<file path="config.mk">
export PLATFORM = sky130hd
export DESIGN_NAME = rs_gf_cells_flat
export DESIGN_NICKNAME = d
export VERILOG_FILES = /design/src/rtl/rs_pkg.sv /design/src/rtl/rs_gf_cells_if.sv /design/src/rtl/gf2m8_multi.sv /design/src/rtl/icg.sv /design/src/rtl/rs_gf_cells.sv /design/src/flat_wrapper.sv
export SDC_FILE = /design/constraint.sdc
export NUM_CORES = 1
export LEC_CHECK = 0
export BUFFER_PORTS_ARGS = -buffer_cell sky130_fd_sc_hd__buf_2
export CAP_MARGIN = 25
export CORE_AREA = 5 5 42 44
export DETAILED_ROUTE_END_ITERATION = 10
export DIE_AREA = 0 0 47 49
export SYNTH_ARGS = -nofsm -noshare
export SYNTH_HDL_FRONTEND = slang
export SYNTH_HIERARCHICAL = 1
export SYNTH_SLANG_ARGS = --single-unit
</file>
<file path="constraint.sdc">
create_clock -name vclk -period 0.9
set_input_delay 0.18 -clock vclk [all_inputs]
set_output_delay 0.18 -clock vclk [all_outputs]
set_load 0.01 [all_outputs]
</file>
<file path="src/rtl/rs_pkg.sv">
// Shared field definitions for the Reed-Solomon datapath.
// GF(2^8) on p(a) = a^8+a^4+a^3+a^2+1.
package rs_pkg;

  localparam int GF_M = 8;

  localparam logic [8:0] GF_POLY = 9'h11D;

  typedef logic [GF_M-1:0] gf8_t;

  // a^8..a^14 reduced mod p(a); entry j is a^(8+j)
  localparam logic [6:0][7:0] GF_RED = {
    8'h13, 8'h87, 8'hCD, 8'hE8,
    8'h74, 8'h3A, GF_POLY[7:0]
  };

endpackage

</file>
<file path="src/rtl/rs_gf_cells_if.sv">
// Bundle of leaf-cell signals: multiplier operands
// and result, clock-gate enable and gated clock.
interface rs_gf_cells_if;
  import rs_pkg::*;

  gf8_t x;
  gf8_t y;
  gf8_t z;
  logic ena;
  logic gclk;

  modport master (
    output x, y, ena,
    input  z, gclk
  );

  modport slave (
    input  x, y, ena,
    output z, gclk
  );

endinterface

</file>
<file path="src/rtl/gf2m8_multi.sv">
// Combinational GF(2^8) multiplier, polynomial basis.
// Carry-less product folded with a^8..a^14.
module gf2m8_multi
  import rs_pkg::*;
(
  input  gf8_t x,
  input  gf8_t y,
  output gf8_t z
);

  logic [14:0] pp;
  gf8_t        r;

  // 15-bit carry-less product, then fold bits 14..8
  always_comb begin
    pp = '0;
    for (int i = 0; i < GF_M; i++) begin
      if (y[i[2:0]])
        pp = pp ^ ({7'b0, x} << i[2:0]);
    end
    r = pp[7:0];
    for (int j = 0; j < 7; j++) begin
      if (pp[4'(j + 8)])
        r = r ^ GF_RED[j[2:0]];
    end
  end

  assign z = r;

endmodule

</file>
<file path="src/rtl/icg.sv">
// Latch-based integrated clock gate.
// Enable latch can be swapped for a library ICG cell.
module icg (
  input  logic clk,
  input  logic rstn,
  input  logic ena,
  output logic gclk
);

  logic en_l;

  // transparent while clk low; reset clears it at once
  always_latch begin
    if (!rstn)
      en_l <= 1'b0;
    else if (!clk)
      en_l <= ena;
  end

  assign gclk = clk & en_l;

endmodule

</file>
<file path="src/rtl/rs_gf_cells.sv">
// Leaf-cell wrapper: field multiplier and clock gate
// side by side, no shared state.
module rs_gf_cells (
  input  logic clk,
  input  logic rstn,
  rs_gf_cells_if.slave bus
);

  gf2m8_multi u_mul (
    .x (bus.x),
    .y (bus.y),
    .z (bus.z)
  );

  icg u_icg (
    .clk  (clk),
    .rstn (rstn),
    .ena  (bus.ena),
    .gclk (bus.gclk)
  );

endmodule

</file>
<file path="src/flat_wrapper.sv">
// flat-port wrapper written by rule: the top's interface ports become plain ports
module rs_gf_cells_flat 
  (clk, rstn, bus_x, bus_y, bus_ena, bus_z, bus_gclk);
  rs_gf_cells_if bus_i ();
  input  logic clk;
  input  logic rstn;
  input wire logic [$bits(bus_i.x)-1:0] bus_x;
  input wire logic [$bits(bus_i.y)-1:0] bus_y;
  input wire logic [$bits(bus_i.ena)-1:0] bus_ena;
  output wire logic [$bits(bus_i.z)-1:0] bus_z;
  output wire logic [$bits(bus_i.gclk)-1:0] bus_gclk;
  assign bus_i.x = bus_x;
  assign bus_i.y = bus_y;
  assign bus_i.ena = bus_ena;
  assign bus_z = bus_i.z;
  assign bus_gclk = bus_i.gclk;
  rs_gf_cells u_core (.clk(clk), .rstn(rstn), .bus(bus_i));
endmodule
</file>
# After elaboration in Yosys (flattened, before gate mapping)
# Cells that the tools add are included.
# word_totals
regBits	0
latchBits	1
wordCells	21
# op_classes
mux	12
bitwise_logic	8
# ops
op	count
$mux 8	8
$xor 8x8->8	7
$mux 1	4
$and 1x1->1	1

# Longest topological paths before layout
# Gate-level depths: netlist of the first run.
# logic_depth
word_depth	15
ltp_mapped	4
depth_no_buf	4

# By module
# The synthesis of the first run kept the hierarchy.
# by_module_without_submodules
module	instances	cells_each	area_per_inst_um2
gf2m8_multi	1	64	401.6
icg	1	4	31.3

==> flow_summary_export.csv, run 1 <==
group,metric,value,unit
global_route,grt_max_degree,9,
synth,yosys-top-cells-area,"xnor2_1, nand2_1, xor2_1",
cells_and_area,post_layout_nonfiller_instances,124,
critical_path,crit_type,"primary input to primary output",
synth,synth_seq_cells,1,
cells_and_area,drive_gt1_frac,0.667,
sta,unclocked_regs,1,
critical_path,end_kind,"primary output",
floorplan,start_util,0.309,
floorplan,die_h,49,um
route,drtIter0Drc,1,
cells_and_area,largest_registers,"u_core/u_icg/en_l: 1 flops",
hold_path,worstHoldPathCells,3,
global_route,grt.overflow.total,0,
synth,yosysTopAreaCell,"xnor2_1",
route,drc,0,
cells_and_area,top_register,"u_core/u_icg/en_l",
cells_and_area,largest_reg_flops,1,
sta,rsz0062_at_grt,"yes",
synth,synth_top_area_share,0.384,
sta,max_freq,860,MHz
sta,tns,-1.52,ns
sta,setup_ws,-0.263,ns
global_route,grt_first_pass_wirelength,2280,um
sta,tightest_slew,0.187,ns
global_route,globalRouteMet3Util,0.0111,
job,cap_violations,0,
synth,synth_most_common_cell,"nand2_1",
route,vias,561,
synth,synth-async-reset-ratio,0,
synth,synth_area,433,um2
floorplan,row_count,14,
synth,avgSynthCellArea,6.37,um2
synth,yosys_warnings,6,
outcome,violations,"negative setup slack",
floorplan,core-area,1400,um2
critical_path,crit_path_max_fanout,5,
global_route,grt_use_met1,0.130,
placed_design,placed_cells,120,
route,firstDrtPassIters,2,
clock_network,holdBufCountCts,0,
global_route,grt_pass1_vias,557,
route,viasPerCell,4.52,
sta,slew_viol_final,0,
floorplan,die_w,47,um
cells_and_area,fill_cells,100,
global_route,antenna_found_initial,0,
synth,synth_edf_count,0,
synth,synth_ff_type,"dlxtp_1",
sta,finalHoldViolations,0,
critical_path,crit_arrival,0.98,ns
synth,synthTopCellsByCount,"nand2_1, xnor2_1, xor2_1, and2_1, xnor2_2",
power,p_per_area,662,nW/um2
placed_design,gp_congestion,0.725,
power,ir_drop,0.350,mV
placed_design,place_hpwl,1080,um
sta,untimed_endpoints,1,
cells_and_area,antennaDiodeCount,0,
sta,finalSetupViolCount,8,
hold_path,hp-start,"clk",
critical_path,critPathLaunchType,"primary input",
synth,syn_nets,87,
route,drt-total-wl,1500,um
cells_and_area,nNetsFinal,129,
power,p_leak,0.000493,uW
hold_path,holdCritPathClass,"primary input to primary output",
floorplan,dieArea,2300,um2
cells_and_area,area_delta_synth_final,136,%
outcome,status,"complete, but fails checks",
global_route,use_met2,0.269,
global_route,gr-max-usage-layer,"met2",
global_route,grt_usage,0.127,
synth,synthCells,68,
placed_design,port_buffers,28,
sta,slew_headroom,0.874,
sta,min_period_over_period,1.29,
route,ant_nets,0,
hold_path,whs_endpoint,"bus_gclk",
synth,ys_types,8,
route,avgRoutedWirePerCell,12.1,um
cells_and_area,post-route-util,0.730,
floorplan,io_pins,28,
sta,period_minus_slack,1.16,ns
critical_path,cp.required,0.72,ns
power breakdown:
group / total [uW] / switching [uW] / internal (uW)
logic: 674 / 296 / 378
clock network: 0 / 0 / 0
registers: 4.00 / 0.326 / 3.68
timing repair:
item | in CTS | in global routing
buffers inserted | 2 | 2
gates resized for setup | 51 | 18
cloned | 0 | 0
pin swaps | 21 | 18
endpoints found under the setup margin | 8 | 8
how the worst max path moves through the flow:
stage | startpoint | endpoint | slack (ns) | depth (start not counted)
after global placement | bus_y[2] | bus_z[7] | -0.38 | 6
after CTS | bus_x[1] | bus_z[7] | -0.28 | 6
after floorplan | bus_x[3] | bus_z[5] | -0.03 | 4
after global routing | bus_x[5] | bus_z[5] | -0.32 | 6
after detailed placement | bus_x[2] | bus_z[7] | -0.43 | 6
final | bus_x[2] | bus_z[4] | -0.26 | 6
final cells by class:
class	count	area (um2)	share of cell area
tap	16	20.0	0.0196
sequential	1	15.0	0.0147
multi-input combinational	67	579	0.566
timing repair buffer	40	409	0.400
kinds of logic (layout without fill, tap and decap cells):
group / count (synthesis) / after routing / share of synthesized area
XOR/XNOR: 28 / 28 / 0.601
latches: 1 / 1 / 0.0347
AND/OR/NAND/NOR: 39 / 39 / 0.364
buffers and inverters: 0 / 40 / 0
routing by layer:
metal,vias up,share of wire
li1,281,-
met3,0,0.084
met4,0,0
met2,19,0.55
met1,261,0.36
met5,-,0
critical path, cell delays in order:
cell and delay (ns):
buf_12 0.11, nand2_4 0.06, xor2_2 0.17, xnor2_1 0.18
xnor2_1 0.14, buf_2 0.15
through the flow:
stage	total power, uW	setup slack, ns	hold WS, ns	cell area [um2]
floorplan	305	-0.0289	0.499	503
global placement	520	-0.379	0.663	723
detailed placement	528	-0.425	0.660	723
CTS	624	-0.281	0.661	921
global route	726	-0.318	0.672	1020
finish	678	-0.263	0.660	1020
cell usage in the layout (no fill, tap or decap):
| master | instances |
|---|---|
| nand2_1 | 14 |
| nand2_4 | 11 |
| buf_4 | 6 |
| xor2_2 | 4 |
| dlxtp_1 | 1 |
| and2_1 | 2 |
| buf_8 | 5 |
| buf_12 | 5 |
| xnor2_2 | 5 |
| buf_6 | 11 |
| and2_4 | 1 |
| buf_2 | 13 |
| xor2_1 | 3 |
| xnor2_1 | 16 |
| nand2_2 | 11 |
No activity file was read; power rests on OpenSTA's default activity.
==> run 2, diff against run 1 <==
--- a/config.mk
+++ b/config.mk
@@ -6,10 +6,11 @@
 export NUM_CORES = 1
 export LEC_CHECK = 0
 export BUFFER_PORTS_ARGS = -buffer_cell sky130_fd_sc_hd__buf_2
-export CAP_MARGIN = 25
 export CORE_AREA = 5 5 42 44
 export DETAILED_ROUTE_END_ITERATION = 10
 export DIE_AREA = 0 0 47 49
+export PLACE_DENSITY = 0.65
+export RECOVER_POWER = 100
 export SYNTH_ARGS = -nofsm -noshare
 export SYNTH_HDL_FRONTEND = slang
 export SYNTH_HIERARCHICAL = 1
==> flow_summary_export.csv, run 2 (synthesis gave the netlist of run 1 again) <==
group,metric,value,unit
hold_path,holdCritPathClass,"primary input to primary output",
critical_path,crit_top_cell,"xnor2_1",
sta,tightest_slew,0.211,ns
job,cap_violations,0,
global_route,grt_usage,0.134,
sta,setup_ws,-0.330,ns
cells_and_area,post-route-util,0.748,
global_route,globalRouteMet3Util,0.0148,
critical_path,crit_type,"primary input to primary output",
critical_path,path_cells,"buf_12 -> nand2_4 -> xor2_1 -> xnor2_1 -> xnor2_1 -> buf_2",
route,firstDrtPassIters,4,
route,vias,582,
sta,unclocked_regs,1,
sta,slew_viol_final,0,
cells_and_area,layout_common_cells,"buf_2, xnor2_1, nand2_4, nand2_2, nand2_1",
sta,finalHoldViolations,0,
floorplan,dieArea,2300,um2
floorplan,die_w,47,um
cells_and_area,drive_gt1_frac,0.710,
global_route,grt_pass1_vias,587,
floorplan,core-area,1400,um2
critical_path,cp.required,0.72,ns
cells_and_area,largest_reg_flops,1,
cells_and_area,antennaDiodeCount,0,
floorplan,row_count,14,
floorplan,io_pins,28,
global_route,grt_use_met1,0.158,
power,fin_total_pwr,720,uW
global_route,grt_max_degree,7,
route,drt-total-wl,1820,um
critical_path,crit_path_max_fanout,5,
critical_path,crit_arrival,1.05,ns
clock_network,holdBufCountCts,0,
power,p_leak,0.000506,uW
route,ant_nets,0,
cells_and_area,largest_registers,"u_core/u_icg/en_l: 1 flops",
global_route,antenna_found_initial,0,
global_route,grt_first_pass_wirelength,2430,um
critical_path,cpPeakStageDelay,0.19,ns
global_route,grt.overflow.total,0,
placed_design,gp_congestion,0.810,
critical_path,path_buf_inv,2,
floorplan,die_h,49,um
sta,rsz0062_at_grt,"yes",
global_route,use_met2,0.251,
critical_path,worst_path_max_delay_cell,"xor2_1",
critical_path,critPathLaunchType,"primary input",
sta,slew_headroom,0.858,
cells_and_area,top_register,"u_core/u_icg/en_l",
critical_path,end_kind,"primary output",
route,drc,0,
cells_and_area,nNetsFinal,128,
critical_path,cpLargestDelayFamily,"XOR/XNOR gates",
placed_design,place_hpwl,1110,um
sta,untimed_endpoints,1,
cells_and_area,post_layout_nonfiller_instances,123,
floorplan,start_util,0.309,
sta,finalSetupViolCount,8,
sta,tns,-1.72,ns
sta,max_freq,813,MHz
cells_and_area,area_delta_synth_final,142,%
sta,min_period_over_period,1.37,
outcome,status,"complete, but fails checks",
power,ir_drop,0.413,mV
power,p_per_area,687,nW/um2
placed_design,placed_cells,119,
global_route,gr-max-usage-layer,"met2",
route,avgRoutedWirePerCell,14.8,um
route,viasPerCell,4.73,
outcome,violations,"negative setup slack",
sta,period_minus_slack,1.23,ns
placed_design,port_buffers,28,
route,drtIter0Drc,9,
[run 2: path summary, 6_finish.rpt]
path | cells past startpoint | endpoint | slack, ns | start
worst max-delay path | 6 | bus_z[4] | -0.33 | bus_y[1]
worst min-delay path | 3 | bus_gclk | 0.69 | clk
[run 2: worst min-delay path: cells and delay by family]
family / cells / cell delay (ns)
and+or+nand+nor: 1 / 0.10
buffers and inverters: 2 / 0.22
[run 2: metrics by stage]
step                hold WS, ns  setup slack [ns]  cell area (um2)
floorplan                 0.499           -0.0289              503
global placement          0.663            -0.378              716
detailed placement        0.663            -0.397              716
CTS                       0.664            -0.264              932
global route              0.709            -0.387             1050
finish                    0.691            -0.330             1050
[run 2: routing by layer]
layer	wire length (um)	up-vias
li1	-	281
met1	647	274
met2	1020	27
met3	153	0
met4	0	0
met5	0	-
[run 2: final cells by class]
type                       count  area, um2
fill                          82        353
multi-input combinational     67        642
timing repair buffer          39        372
tap                           16       20.0
sequential                     1       15.0
[run 2: where the power goes]
group / internal [uW] / switching, uW / leakage, uW
Combinational: 387 / 329 / 0.000498
Clock: 0 / 0 / 0
Sequential: 3.68 / 0.344 / 0.00000759
Total: 391 / 330 / 0.000506
[run 2: repair_timing]
action | 4_1_cts | 5_1_grt
setup endpoints to repair | 8 | 8
setup buffers | 3 | 2
resized for setup | 51 | 21
pin swaps | 26 | 21
